===== src/rtl/pipeline_controller.sv =====
// EX-stage decoder and hazard controller for a small RV32 pipeline.
// Decodes the EX instruction into ALU/branch controls, stalls IF/EX while
// a multi-cycle mul/div occupies EX, registers WB-stage controls and
// forwards the WB result back to the ALU operands.
module pipeline_controller #(
  parameter int ENABLE_M   = 1,
  parameter int MD_LATENCY = 4
) (
  input  logic        clk,
  input  logic        rst,
  input  logic [31:0] instr,
  input  logic        br_taken,
  output logic [4:0]  aluop,
  output logic        sel_opr_a,
  output logic        sel_opr_b,
  output logic [2:0]  imm_type,
  output logic [2:0]  br_type,
  output logic        sel_pc,
  output logic        stall_o,
  output logic        flush_o,
  output logic        fwd_a,
  output logic        fwd_b,
  output logic        rf_en_wb,
  output logic        rd_en_wb,
  output logic        wr_en_wb,
  output logic [1:0]  sel_wb_wb,
  output logic [2:0]  mem_type_wb,
  output logic [2:0]  csr_op_wb,
  output logic        is_mret_wb,
  output logic        illegal_wb,
  output logic [4:0]  rd_wb
);

  typedef enum logic {IDLE = 1'b0, BUSY = 1'b1} state_t;

  // Counter start value; only used when mul/div actually stalls.
  localparam logic [3:0] CNT_INIT = (MD_LATENCY > 1) ? 4'(MD_LATENCY - 2) : 4'd0;

  logic [6:0] opcode;
  logic [2:0] func3;
  logic [6:0] func7;
  logic [4:0] rs1, rs2, rd;

  assign opcode = instr[6:0];
  assign func3  = instr[14:12];
  assign func7  = instr[31:25];
  assign rs1    = instr[19:15];
  assign rs2    = instr[24:20];
  assign rd     = instr[11:7];

  logic       rf_en_next, rd_en_next, wr_en_next, is_mret_next, illegal_next, is_md;
  logic [1:0] sel_wb_next;
  logic [2:0] mem_type_next, csr_op_next;

  state_t     state_reg, state_next;
  logic [3:0] cnt_reg, cnt_next;

  // Instruction decode; illegal encodings are collapsed into a bubble at the end.
  always_comb begin
    aluop         = 5'd0;
    sel_opr_a     = 1'b0;
    sel_opr_b     = 1'b0;
    imm_type      = 3'd0;
    br_type       = 3'd0;
    sel_pc        = 1'b0;
    rf_en_next    = 1'b0;
    rd_en_next    = 1'b0;
    wr_en_next    = 1'b0;
    sel_wb_next   = 2'd0;
    mem_type_next = 3'd0;
    csr_op_next   = 3'd0;
    is_mret_next  = 1'b0;
    illegal_next  = 1'b0;
    is_md         = 1'b0;
    case (opcode)
      7'b0110111: begin // LUI
        rf_en_next = 1'b1; sel_opr_b = 1'b1; imm_type = 3'd2; aluop = 5'd10;
      end
      7'b0010111: begin // AUIPC
        rf_en_next = 1'b1; sel_opr_a = 1'b1; sel_opr_b = 1'b1; imm_type = 3'd2;
      end
      7'b1101111: begin // JAL
        rf_en_next = 1'b1; sel_wb_next = 2'd2; sel_opr_a = 1'b1; sel_opr_b = 1'b1;
        imm_type = 3'd1; sel_pc = 1'b1;
      end
      7'b1100111: begin // JALR
        rf_en_next = 1'b1; sel_wb_next = 2'd2; sel_opr_b = 1'b1; sel_pc = 1'b1;
      end
      7'b1100011: begin // branches: target computed as PC + B-imm
        sel_opr_a = 1'b1; sel_opr_b = 1'b1; imm_type = 3'd3; sel_pc = br_taken;
        case (func3)
          3'b000:  br_type = 3'd0;
          3'b001:  br_type = 3'd1;
          3'b100:  br_type = 3'd2;
          3'b101:  br_type = 3'd3;
          3'b110:  br_type = 3'd4;
          3'b111:  br_type = 3'd5;
          default: illegal_next = 1'b1;
        endcase
      end
      7'b0000011: begin // loads
        rf_en_next = 1'b1; rd_en_next = 1'b1; sel_wb_next = 2'd1; sel_opr_b = 1'b1;
        case (func3)
          3'b000:  mem_type_next = 3'd0;
          3'b001:  mem_type_next = 3'd1;
          3'b010:  mem_type_next = 3'd2;
          3'b100:  mem_type_next = 3'd3;
          3'b101:  mem_type_next = 3'd4;
          default: illegal_next  = 1'b1;
        endcase
      end
      7'b0100011: begin // stores
        wr_en_next = 1'b1; sel_opr_b = 1'b1; imm_type = 3'd4; mem_type_next = func3;
        if (func3 > 3'b010) illegal_next = 1'b1;
      end
      7'b0010011, 7'b0110011: begin // OP-IMM and OP share the func3 map
        rf_en_next = 1'b1;
        sel_opr_b  = (opcode == 7'b0010011);
        case (func3)
          3'b000:  aluop = 5'd0;
          3'b001:  aluop = 5'd2;
          3'b010:  aluop = 5'd3;
          3'b011:  aluop = 5'd4;
          3'b100:  aluop = 5'd5;
          3'b101:  aluop = instr[30] ? 5'd7 : 5'd6;
          3'b110:  aluop = 5'd8;
          default: aluop = 5'd9;
        endcase
        if (opcode == 7'b0110011) begin
          if (func7 == 7'b0000001 && ENABLE_M != 0) begin
            is_md = 1'b1;
            aluop = 5'd16 + {2'b00, func3};
          end else if (func7 == 7'b0100000 && func3 == 3'b000) begin
            aluop = 5'd1;
          end else if (!(func7 == 7'b0000000 ||
                         (func7 == 7'b0100000 && func3 == 3'b101))) begin
            illegal_next = 1'b1;
          end
        end
      end
      7'b1110011: begin // SYSTEM: CSR ops and MRET
        csr_op_next = func3;
        if (func3 == 3'b000) begin
          if (instr[31:20] == 12'h302) is_mret_next = 1'b1;
          else                         illegal_next = 1'b1;
        end else if (func3 == 3'b100) begin
          illegal_next = 1'b1;
        end else begin
          rf_en_next = 1'b1; sel_wb_next = 2'd3;
        end
      end
      7'b0001111: ; // FENCE: no-op in this in-order pipeline
      default: illegal_next = 1'b1;
    endcase
    if (illegal_next) begin
      rf_en_next = 1'b0; rd_en_next = 1'b0; wr_en_next = 1'b0;
      sel_pc = 1'b0; is_md = 1'b0; is_mret_next = 1'b0;
    end
  end

  // Mul/div occupancy FSM: first stall cycle is spent in IDLE, the rest in BUSY.
  always_comb begin
    state_next = state_reg;
    cnt_next   = cnt_reg;
    stall_o    = 1'b0;
    case (state_reg)
      IDLE: begin
        if (is_md && MD_LATENCY > 1) begin
          stall_o    = 1'b1;
          cnt_next   = CNT_INIT;
          state_next = BUSY;
        end
      end
      default: begin
        if (cnt_reg == 4'd0) begin
          state_next = IDLE;
        end else begin
          stall_o  = 1'b1;
          cnt_next = cnt_reg - 4'd1;
        end
      end
    endcase
  end

  // FSM state and counter registers.
  always_ff @(posedge clk) begin
    if (rst) begin
      state_reg <= IDLE;
      cnt_reg   <= 4'd0;
    end else begin
      state_reg <= state_next;
      cnt_reg   <= cnt_next;
    end
  end

  // WB-stage registers: take the decoded instruction, or a bubble while stalled.
  always_ff @(posedge clk) begin
    if (rst || stall_o) begin
      rf_en_wb    <= 1'b0;
      rd_en_wb    <= 1'b0;
      wr_en_wb    <= 1'b0;
      sel_wb_wb   <= 2'd0;
      mem_type_wb <= 3'd0;
      csr_op_wb   <= 3'd0;
      is_mret_wb  <= 1'b0;
      illegal_wb  <= 1'b0;
      rd_wb       <= 5'd0;
    end else begin
      rf_en_wb    <= rf_en_next;
      rd_en_wb    <= rd_en_next;
      wr_en_wb    <= wr_en_next;
      sel_wb_wb   <= sel_wb_next;
      mem_type_wb <= mem_type_next;
      csr_op_wb   <= csr_op_next;
      is_mret_wb  <= is_mret_next;
      illegal_wb  <= illegal_next;
      rd_wb       <= rd;
    end
  end

  assign flush_o = sel_pc & ~stall_o;
  assign fwd_a   = rf_en_wb && (rd_wb != 5'd0) && (rd_wb == rs1);
  assign fwd_b   = rf_en_wb && (rd_wb != 5'd0) && (rd_wb == rs2);

endmodule


===== config.mk =====
export PLATFORM = sky130hd
export DESIGN_NAME = pipeline_controller
export DESIGN_NICKNAME = d
export VERILOG_FILES = /design/src/rtl/pipeline_controller.sv
export SDC_FILE = /design/constraint.sdc
export NUM_CORES = 1
export LEC_CHECK = 0
export ABC_CLOCK_PERIOD_IN_PS = 2350
export CAP_MARGIN = 0
export CORE_ASPECT_RATIO = 0.8
export CORE_MARGIN = 2
export CORE_UTILIZATION = 40
export DETAILED_ROUTE_END_ITERATION = 7
export GPL_TIMING_DRIVEN = 0
export HOLD_SLACK_MARGIN = 0.1
export PLACE_DENSITY = 0.81
export SETUP_SLACK_MARGIN = 0.05
export SYNTH_ARGS = -nofsm -noshare
export SYNTH_HDL_FRONTEND = slang
export SYNTH_SLANG_ARGS = --single-unit

===== constraint.sdc =====
create_clock -name clk -period 2.35 [get_ports clk]
set_input_delay 0.47 -clock clk [delete_from_list [all_inputs] [get_ports clk]]
set_output_delay 0.47 -clock clk [all_outputs]
set_load 0.05 [all_outputs]

After elaboration in Yosys (flattened, before gate mapping):

Index checks and enable logic that the tools add are counted.

* bits in registers: 23
* latch bits: 0
* memory bits (writable): 0
* bits in read-only memories: 0
* input port bits: 35
* logic and storage cells: 112
* memories kept: 0

* add/sub/neg operators: 2
* multiply operators: 0
* divide/modulo/power cells: 0
* magnitude comparators: 1
* equal/unequal tests: 24
* shifts and indexed selects: 0
* multiplexer cells: 45
* bitwise gates (word level): 4
* reduce and logical (&&, ||, !) cells: 25

Operator list (number)
* 7-bit by 6-bit equality test with 1-bit output, second input constant: 4
* 7-bit equality test, second input constant: 4
* 4-bit case mux with 7 select lines: 1
* 1-bit 2-to-1 mux: 25
* 3-bit case mux with 4 select lines: 2
* 5-bit 2-to-1 mux: 3
* 3-bit case mux with 5 select lines: 1
* 7-bit by 5-bit equality test with 1-bit output, second input constant: 2
* 7-bit OR reduction: 2
* 12-bit by 10-bit equality test with 1-bit output, second input constant: 1
* 3-bit equality test, second input constant: 4
* 4-bit 2-to-1 mux: 3
* 5-bit equality test: 2
* 5-bit case mux with 2 select lines: 1
* 2-bit OR reduction: 5
* 5-bit OR reduction: 2
* 7-bit by 1-bit equality test with 1-bit output, second input constant: 1
* 7-bit by 2-bit equality test with 1-bit output, second input constant: 1
* 7-bit by 4-bit equality test with 1-bit output, second input constant: 1
* 7-bit logical NOT: 1
* 3-bit by 2-bit equality test with 1-bit output, second input constant: 2
* 1-bit case mux with 2 select lines: 3
* 1-bit case mux with 6 select lines: 1
* 2-bit case mux with 3 select lines: 1
* other kinds (20): 28

Depth between registers and ports, before layout:

Gate-level depths: netlist (run 1).

* word-level depth: 13
* mapped depth: 9

Least setup slack after synthesis (run 1):

No wires, ideal clock.

* path type: input to output
* from: input instr[5]
* to: output sel_opr_a
* data arrival time: 2756 ps
* data required time: 1880 ps
* setup slack: -876 ps
* stages on the path: 5
* buffers on the path: 1
* cells stage by stage: buf_2 nand2_1 nor3_1 a21boi_0 o21bai_1

* cells in the longest elaborated chain, start to end: 3

RTL lines
* start, declared: RTL line 11 `input logic [31:0] instr,`
* 7-bit equality test or 7-bit by 5-bit equality test with 1-bit output (tied branches): RTL line 75 `case (opcode)`
* 3-bit OR reduction (no source line) (*)
* 1-bit 2-to-1 mux (*): RTL line 75
* end, declared: RTL line 14 `output logic sel_opr_a,`

Mark *: on every way between the ends. The rest lies on a longest branch, timed or not.

Worst setup path in the final report (run 1):

* from: input instr[13]
* to: output flush_o

* cells in the longest elaborated chain, start to end: 13

RTL lines
* 3-bit equality test: RTL line 91, 103, 136
* 1-bit logical AND: RTL line 136 `(func7 == 7'b0100000 && func3 == 3'b101))) begin`
* 1-bit logical OR: RTL line 135 `end else if (!(func7 == 7'b0000000 ||`
* 1-bit 2-to-1 mux: RTL line 135
* 1-bit 2-to-1 mux: RTL line 133 `end else if (func7 == 7'b0100000 && func3 == 3'b000) begin`
* 1-bit 2-to-1 mux: RTL line 130 `if (func7 == 7'b0000001 && ENABLE_M != 0) begin`
* 1-bit 2-to-1 mux: RTL line 129 `if (opcode == 7'b0110011) begin`
* 1-bit case mux with 6 select lines (*): RTL line 75
* 1-bit 2-to-1 mux: RTL line 155 `if (illegal_next) begin`
* 1-bit 2-to-1 mux: RTL line 168 `if (is_md && MD_LATENCY > 1) begin`
* 1-bit 2-to-1 mux: RTL line 166 `case (state_reg)`
* 1-bit inverter: RTL line 221 `assign flush_o = sel_pc & ~stall_o;`
* 1-bit bitwise AND (*): RTL line 221
* end, declared: RTL line 20 `output logic flush_o,`

Marked as above.

==> impl_metrics.prom, run 1 <==
# TYPE chip_impl_metric gauge
chip_impl_metric{name="tritoncts.num_buffers",unit=""} 3
chip_impl_metric{name="fin_nets",unit=""} 317
chip_impl_metric{name="finalWorstPathRequiredPeriod",unit="ns"} 2.43
chip_impl_info{name="rsz_0062_raised_after_global_routing",value="yes"} 1
chip_impl_info{name="clock-root-buffer",value="clkbuf_8"} 1
chip_impl_metric{name="synth_area",unit="um^2"} 1450
chip_impl_metric{name="cp.arrival",unit="ns"} 1.96
chip_impl_metric{name="grt_use_met1",unit=""} 0.344
chip_impl_metric{name="yosys.cell_types.count",unit=""} 51
chip_impl_info{name="worst_path_top_cell_family_by_delay",value="buffers and inverters"} 1
chip_impl_metric{name="final_critical_path_setup_slack",unit="ns"} -0.0804
chip_impl_metric{name="cellLeakagePower",unit="uW"} 0.00101
chip_impl_metric{name="grt_max_degree",unit=""} 14
chip_impl_metric{name="max-cap-violations",unit=""} 0
chip_impl_metric{name="slew_headroom",unit=""} 0.654
chip_impl_metric{name="number_of_flip_flops_in_the_largest_register",unit=""} 5
chip_impl_metric{name="floorplan.core_area",unit="um^2"} 3450
chip_impl_metric{name="cts.path.max_buffers",unit=""} 2
chip_impl_metric{name="place.port_buffers",unit=""} 68
chip_impl_info{name="critPathSlowestCell",value="a311o_2"} 1
chip_impl_metric{name="rows",unit=""} 19
chip_impl_metric{name="vias",unit=""} 1747
chip_impl_metric{name="drt_iter0_markers",unit=""} 246
chip_impl_metric{name="critical_path_peak_fanout",unit=""} 4
chip_impl_metric{name="timing_hold_violations_final",unit=""} 0
chip_impl_metric{name="synth_nets",unit=""} 222
chip_impl_metric{name="die-width",unit="um"} 71.3
chip_impl_info{name="startpoint_type",value="input port"} 1
chip_impl_metric{name="first_global_vias",unit=""} 1611
chip_impl_info{name="post-synth-top-count-cell",value="dfxtp_1"} 1
chip_impl_metric{name="grt_overflow",unit=""} 0
chip_impl_metric{name="worst_vdd_ir",unit="V"} 0.000272
chip_impl_metric{name="antenna_violations_before_repair",unit=""} 0
chip_impl_metric{name="p_per_area",unit="nW/um^2"} 349
chip_impl_metric{name="die_area",unit="um^2"} 4120
chip_impl_metric{name="finalWirelength",unit="mm"} 4.94
chip_impl_metric{name="gr-usage-met3",unit=""} 0.0452
chip_impl_metric{name="postPlaceCellArea",unit="um^2"} 2310
chip_impl_metric{name="grt_util_met2",unit=""} 0.365
chip_impl_metric{name="seqCellArea",unit="um^2"} 460
chip_impl_metric{name="post_layout_nonfiller_instances",unit=""} 322
chip_impl_metric{name="drt_pre_antenna_iters",unit=""} 4
chip_impl_metric{name="drt-wirelength-per-cell",unit="um"} 15.3
chip_impl_info{name="clock_tree_from_tritoncts",value="yes"} 1
chip_impl_metric{name="insertion_delay",unit="ns"} 0.26
chip_impl_metric{name="die_y",unit="um"} 57.8
chip_impl_metric{name="wire_length_of_the_first_global_routing_pass",unit="mm"} 7.73
chip_impl_metric{name="power_after_layout",unit="uW"} 892
chip_impl_metric{name="synth.top_cell.area_share",unit=""} 0.318
chip_impl_metric{name="synthCells",unit=""} 186
chip_impl_metric{name="dp_hpwl",unit="mm"} 3.30
chip_impl_metric{name="synth-async-reset-ratio",unit=""} 0
chip_impl_metric{name="placedCellCount",unit=""} 296
chip_impl_metric{name="filler_cell_count",unit=""} 255
chip_impl_metric{name="post_route_cells_drive_above_1_share",unit=""} 0.404
chip_impl_metric{name="clkSinkCount",unit=""} 23
chip_impl_info{name="status",value="finished with violations"} 1
chip_impl_metric{name="finalHoldWorstSlack",unit="ns"} 0.497
chip_impl_info{name="grt_busiest_layer",value="met2"} 1
chip_impl_metric{name="ys_seq_area_frac",unit=""} 0.318
chip_impl_metric{name="io_pins",unit=""} 71
chip_impl_metric{name="area_delta_synth_final",unit="%"} 76.4
chip_impl_metric{name="worst_slew_pin_slew",unit="ns"} 0.518
chip_impl_metric{name="clock_tree.htree_level_count",unit=""} 1
chip_impl_metric{name="number_of_remaining_drc_errors",unit=""} 0
chip_impl_info{name="worst_setup_path_end_kind",value="output pin"} 1
chip_impl_metric{name="finalInstanceArea",unit="um^2"} 2560
chip_impl_info{name="crit_path_cell_trace",value="dlygate4sd2_1, clkbuf_8, nor3_1, o21ai_1, a311o_2, nor3_4, buf_6"} 1
chip_impl_metric{name="worst_path_largest_cell_delay",unit="ns"} 0.47
chip_impl_metric{name="drt-vias-per-instance",unit=""} 5.43
chip_impl_metric{name="yosys_warnings",unit=""} 0
chip_impl_metric{name="finalSetupViolations",unit=""} 4
chip_impl_metric{name="postSynthRegisterBits",unit=""} 23
chip_impl_info{name="synth.cells.most_frequent",value="dfxtp_1 (23), nor2_1 (19), nand2_1 (18), nor3_1 (14), a21oi_1 (11)"} 1
chip_impl_info{name="criticalPathCategory",value="input port to output pin"} 1
chip_impl_metric{name="clock_skew",unit="ns"} 0.00584
chip_impl_metric{name="starting_density_of_the_core",unit=""} 0.420
chip_impl_metric{name="final_core_utilization",unit=""} 0.742
chip_impl_metric{name="groute.usage.overall",unit=""} 0.236
chip_impl_metric{name="clk_pin_slew",unit="ns"} 0.08
chip_impl_metric{name="slew_violations",unit=""} 0
chip_impl_metric{name="gpl.final_weighted_congestion",unit=""} 0.934
chip_impl_metric{name="route.antenna.remaining_nets",unit=""} 0
chip_impl_info{name="yosys.area.top_type",value="dfxtp_1"} 1
chip_impl_metric{name="synth_edf_count",unit=""} 0
chip_impl_info{name="min_path_type",value="register to register"} 1
chip_impl_metric{name="required",unit="ns"} 1.88
chip_impl_info{name="violations_in_the_final_reports",value="setup timing"} 1
chip_impl_info{name="synth_top_flop_cell",value="dfxtp_1"} 1
chip_impl_info{name="synth_top_cells_by_area",value="dfxtp_1 (32%), nor2_1 (4.9%), nor3_1 (4.8%)"} 1
chip_impl_metric{name="multiInputGateArea",unit="um^2"} 1120
chip_impl_metric{name="timing.fmax",unit="MHz"} 411
chip_impl_metric{name="n_antenna_cell",unit=""} 0
chip_impl_metric{name="layout_worst_path_cycle_share",unit=""} 1.03
chip_impl_metric{name="synthesis.area_per_instance",unit="um^2"} 7.79
chip_impl_metric{name="worst-path-buf-inv",unit=""} 3
==> cell families after synthesis <==
kind of cell | Yosys count | synth area share
compound gates | 39 | 0.178
xor+xnor | 10 | 0.0604
fa+ha+maj | 1 | 0.00863
buf+inv | 16 | 0.0535
flops | 23 | 0.318
mux | 2 | 0.0138
simple gates | 95 | 0.368
==> power by group <==
part	switching (uW)	internal [uW]
Clock	123	118
Combinational	136	113
Sequential	6.99	396
Total	266	626
==> path summary, 6_finish.rpt <==
path	slack (ns)	to	start	cells after the start
max	-0.08	flush_o	instr[13]	7
min	0.50	cnt_reg[1]	cnt_reg[1]	2
max reg2reg	0.34	mem_type_wb[2]	cnt_reg[0]	9
min reg2reg	0.50	cnt_reg[1]	cnt_reg[1]	2
==> layout by cell type, fill, tap and decap left out, types with 5 or more instances in the layout <==
master           synthesis  layout
nor3_1                  14       7
dfxtp_1                 23      23
nand3_1                  6       6
nor3_2                   0       5
buf_6                    1      11
buf_2                    2      12
buf_4                    2      24
nor2_2                   2       5
nand2_1                 18      15
and2_1                   6       6
xnor2_1                  6       6
clkbuf_2                 0       6
clkdlybuf4s50_1          0      30
inv_1                    8       7
nor2_1                  19      13
a21oi_1                 11      11
==> worst register-to-register path, cell delays in order (launching register included) <==
cell      delay [ns]
dfxtp_1         0.34
inv_1           0.07
ha_1            0.19
nand2b_1        0.11
o21ai_2         0.20
o21a_2          0.23
inv_2           0.08
nor2_2          0.31
nand2_1         0.20
nor3_1          0.21
==> per-stage QoR <==
step	setup slack, ns	setup TNS (ns)
after floorplan	-0.125	-0.599
after CTS	-0.155	-0.308
after detailed placement	-1.27	-20.69
final	-0.0804	-0.220
after global routing	-0.123	-0.532
after global placement	-1.24	-20.71
==> timing repair <==
action	in CTS	in global routing
setup endpoints to repair	30	19
hold buffers	0	0
setup buffers	42	3
hold endpoints to repair	0	0
pin swaps	20	10
resized for setup	162	35
==> layer usage <==
| layer | vias to the layer above | part of all wire |
|---|---|---|
| met5 | - | 0 |
| met4 | 0 | 0.0061 |
| met3 | 8 | 0.090 |
| met2 | 94 | 0.45 |
| met1 | 795 | 0.45 |
| li1 | 850 | - |
==> final cells by class <==
class	count	share of cell area
well taps	42	0.0206
clock buffers	3	0.0162
plain buffers	7	0.0279
flip-flops and latches	23	0.180
multi-input cells	147	0.440
repair buffers	90	0.300
clock inverters	1	0.00196
inverters	9	0.0132
Note: power is estimated with default switching activity, not from simulation.
==> inputs of run 2 (changes only) <==
- CTS_CLUSTER_SIZE: unset -> 30
==> results of run 2 <==
No change in the layout: final DEF, timing and power equal those of run 1.
==> RTL edit 1: new RTL, settings of run 2 <==
Set the parameter `ENABLE_M` to 0 (it was 1).
--- a/src/rtl/pipeline_controller.sv
+++ b/src/rtl/pipeline_controller.sv
@@ -5,3 +5,3 @@
 module pipeline_controller #(
-  parameter int ENABLE_M   = 1,
+  parameter int ENABLE_M   = 0,
   parameter int MD_LATENCY = 4
Behaviour: not the same (Yosys sat finds a counterexample within 4 cycles, from zero or initial values and one cycle with rst high).
==> RTL edit 1 against run 2 <==
- the run still ends with negative setup slack left
- routed wire length decreased by 20%
- design area is 5.6% lower
- critical endpoint unchanged
- hold slack better by 0.0027 ns
- synthesized cell count is 4.8% lower
- worst setup slack worse by 0.092 ns
- die area is 0.97% lower
- total power hardly changed
- sequential cell count unchanged
- synthesized area fell by 1.0%
- highest routed layer unchanged
==> RTL edit 1: results (changes against run 2) <==
reg-to-reg slack, setup 0.33 ns; Worst Reg-to-Reg Cells 9 (unchanged); CTS Buf Count 3 (unchanged); peak supply drop 0.000316 V (+16%); GP Congestion 0.840 (-10%); GRT Total Usage 0.196 (-0.0400); Placed Cells 286 (-3.4%); vias in the first global route 1415 (-12%); Syn Area/Cell 8.10 sq um (+4.0%); status complete, but fails checks; Hold Crit Depth 2 (unchanged); first-pass GRT wire length 6.42 mm (-17%); share of cells above drive strength 1 0.301 (-0.103); CTS H-tree depth 1 (unchanged); Synth cell types 47 (-7.8%); clk_skew 0.00729 ns (+0.00145 ns); Worst Min Path Start state_reg; top cells by count, synth 23 x dfxtp_1, 23 x nor2_1, 14 x a21oi_1, 11 x nand2_1, 9 x o21ai_0; CTS root buf clkbuf_8; syn nets 213 (-4.1%); P_int 0.628 mW (+0.25%); total routed wirelength 3.97 mm (-20%); Finish-stage setup viols 2 (-2); worst skew pair latency 0.26 ns (about the same); Async SR Flop Fraction 0 (unchanged); Finished Layout Cells 298 (-7.5%); Worst R2R End rd_en_wb; Clock transition at path regs 0.08 ns (about the same); via count 1551 (-11%); Hold EP state_reg; CP Data Arrival Time 2.05 ns (+0.09 ns); max reg flops 5 (unchanged); I/O Buffers 67 (-1.5%); Leak 0.983 nW (-2.5%); dpl ws -1.18 ns (+0.0936 ns); Post-Route Setup TNS -0.330 ns (-0.110 ns); failing checks negative setup slack; detailed router's first-iteration violation count 82 (-67%); hpwl dp 3.03 mm (-8.2%); Setup WS post-layout -0.172 ns (-0.0919 ns); fill count 285 (+12%); sequential share of the synthesized area 0.321 (+0.00333); initial antenna violation count 0 (unchanged); Hold WC Path Type reg2reg; critical path fanouts, max 3 (-1); Top FF cell, synth dfxtp_1; Clock Path Buffers 2 (unchanged); Rel. slew slack 0.650 (-0.00377); most area-consuming cells after synthesis dfxtp_1 32%, nor2_1 6.0%, a21oi_1 4.9%
==> RTL edit 1: changes by cell type after synthesis, moves of 3 or more <==
cell,delta
nor3_1,-9
nand2_1,-7
buf_2,+5
nor2_1,+4
xor2_1,+4
a211oi_1,+3
a21boi_0,-3
a21oi_1,+3
nor3b_1,+3
==> RTL edit 1: metal layers <==
metal | track usage | routed length [um]
met5 | 0 | 0
met4 | 0.0458 | 17
met3 | 0.0442 | 300
met2 | 0.306 | 1840
met1 | 0.276 | 1810
==> RTL edit 1: repair_timing <==
item	CTS	global route
buffers inserted	4	4
gates resized for setup	154	16
pin swaps	13	8
endpoints found under the setup margin	17	14
==> RTL edit 1: critical path: stages <==
cell,delay [ns]
buf_6,0.09
or4_4,0.54
nand4b_4,0.21
a31oi_4,0.22
nand4_4,0.16
nor4_4,0.17
buf_6,0.19
==> RTL edit 1: layout make-up <==
class / count / area, sq um / share of cell area
clock inverters: 1 / 5.00 / 0.00207
inverters: 9 / 33.8 / 0.0140
flip-flops and latches: 23 / 460 / 0.191
repair buffers: 75 / 711 / 0.294
clock buffers: 3 / 41.3 / 0.0171
multi-input cells: 134 / 1010 / 0.420
plain buffers: 11 / 95.1 / 0.0394
well taps: 42 / 52.6 / 0.0218
==> RTL edit 1: worst max-delay path by stage <==
stage,start,end,slack (ns)
after global placement,instr[25],flush_o,-1.18
after floorplan,instr[25],sel_pc,-0.32
after detailed placement,instr[25],flush_o,-1.18
after global routing,instr[31],flush_o,-0.24
after CTS,instr[31],flush_o,-0.19
final,instr[31],flush_o,-0.17
==> RTL edit 1: cells by family after synthesis <==
logic type | share of synthesized area
AO/OA/AOI/OAI | 0.173
XOR/XNOR | 0.0916
adder cells (fa/ha/maj) | 0.00872
buffers and inverters | 0.0637
flip-flops | 0.321
other | 0.00262
AND/OR/NAND/NOR | 0.339
==> RTL edit 1: power groups by stage <==
stage / registers [mW] / clock network [mW] / logic, mW
2_1_floorplan: 0.433 / 0 / 0.112
3_3_place_gp: 0.412 / 0 / 0.227
3_5_place_dp: 0.412 / 0 / 0.229
4_1_cts: 0.403 / 0.247 / 0.238
5_1_grt: 0.404 / 0.267 / 0.267
6_report: 0.403 / 0.240 / 0.248
==> RTL edit 1: per-stage QoR <==
step / instance area (sq um) / hold WS [ns] / util
floorplan: 1500 / 0.454 / -
global placement: 2230 / 0.477 / 0.650
detailed placement: 2230 / 0.495 / 0.650
CTS: 2340 / 0.507 / 0.685
global route: 2410 / 0.534 / 0.705
finish: 2410 / 0.499 / 0.705
==> RTL edit 2: new RTL, flow settings as in run 2 <==
Without the edit above. Make the reset (`rst`) asynchronous in one clocked block.
--- a/src/rtl/pipeline_controller.sv
+++ b/src/rtl/pipeline_controller.sv
@@ -185,3 +185,3 @@
   // FSM state and counter registers.
-  always_ff @(posedge clk) begin
+  always_ff @(posedge clk or posedge rst) begin
     if (rst) begin
Formal check against the unedited RTL: differs if rst is asserted again (counterexample within 4 cycles, from zero or initial values and one cycle with rst high); with rst held inactive, the same outputs for 10 cycles.
==> RTL edit 2 against run 2 <==
- the run still ends with negative setup slack left
- via count rose by 4.1%
- design area rose by 4.8%
- count of clock-buffer cells in the layout did not move
- sequential share of layout area rose by 0.10 points
- clock skew fell by 0.0046 ns
- hold slack got worse by 0.016 ns
- sequential cell count did not move
- worst setup slack got worse by 0.053 ns
- routed wire length rose by 1.4%
- synthesized area rose by 1.2%
- first-iteration DRC count fell by 71%
- die area rose by 1.1%
- total power rose by 1.6%
- critical path type unchanged
- critical endpoint unchanged
- largest cell class unchanged
==> RTL edit 2: results (changes against run 2) <==
met3 Track Usage GR 0.0348 (-0.0104); slowest CP cell dlygate4sd2_1; clk_skew 0.00123 ns (-0.00462 ns); failing checks negative setup slack; GP Congestion 0.881 (-5.7%); reg-to-reg slack, setup 0.27 ns (-0.07 ns); placed instance area 0.00235 sq mm (+1.8%); Worst Reg-to-Reg Cells 10 (+1); Finish-stage setup viols 3 (-1); routed len/inst 15.1 um (-1.6%); critical path fanouts, max 9 (+5); WL met2 2.48 mm (+11%); Compound-Gate Fraction of Synth Area 0.187 (+0.00897); Rel. slew slack 0.594 (-0.0596); Setup WS post-layout -0.134 ns (-0.0532 ns); vias in the first global route 1726 (+7.1%); most area-consuming cells after synthesis dfxtp_1 25%, dfrtp_1 8.5%, nand2_1 5.6%; Async SR Flop Fraction 0.217 (+0.217); dpl ws -1.34 ns (-0.0701 ns); Synth cell types 50 (-2.0%); Worst R2R End is_mret_wb; hpwl dp 3.39 mm (+2.7%); post-synthesis mux area share 0.0137 (-0.000165); status complete, but fails checks; first-pass GRT wire length 7.98 mm (+3.2%); Sw Pwr 0.267 mW (+0.70%); met3 wire len 424 um (-4.9%); area share of the leading cell type in the synthesized netlist 0.246 (-0.0721); Global Route met1 Usage 0.302 (-0.0426); peak supply drop 0.000210 V (-23%)
RTL edit 2: power by group through the flow:
stage	registers, mW	clock network, mW	logic [mW]
final	0.404	0.237	0.265
after global routing	0.405	0.258	0.282
after CTS	0.404	0.241	0.251
after detailed placement	0.413	0	0.227
after global placement	0.413	0	0.223
after floorplan	0.434	0	0.108
RTL edit 2: how the worst max path moves through the flow:
stage / startpoint / end / slack (ns)
4_1_cts: instr[6] / flush_o / -0.23
5_1_grt: instr[13] / flush_o / -0.22
3_5_place_dp: instr[5] / flush_o / -1.34
3_3_place_gp: instr[5] / flush_o / -1.31
2_1_floorplan: instr[2] / aluop[2] / -0.08
6_report: instr[13] / flush_o / -0.13
RTL edit 2: final cells by class:
cell class	instances	area (sq um)
inverter	11	45.0
buffer	8	88.8
timing repair buffer	99	846
tap	42	52.6
fill	252	791
sequential	23	485
clock buffer	3	41.3
multi-input combinational	145	1120
clock inverter	1	5.00
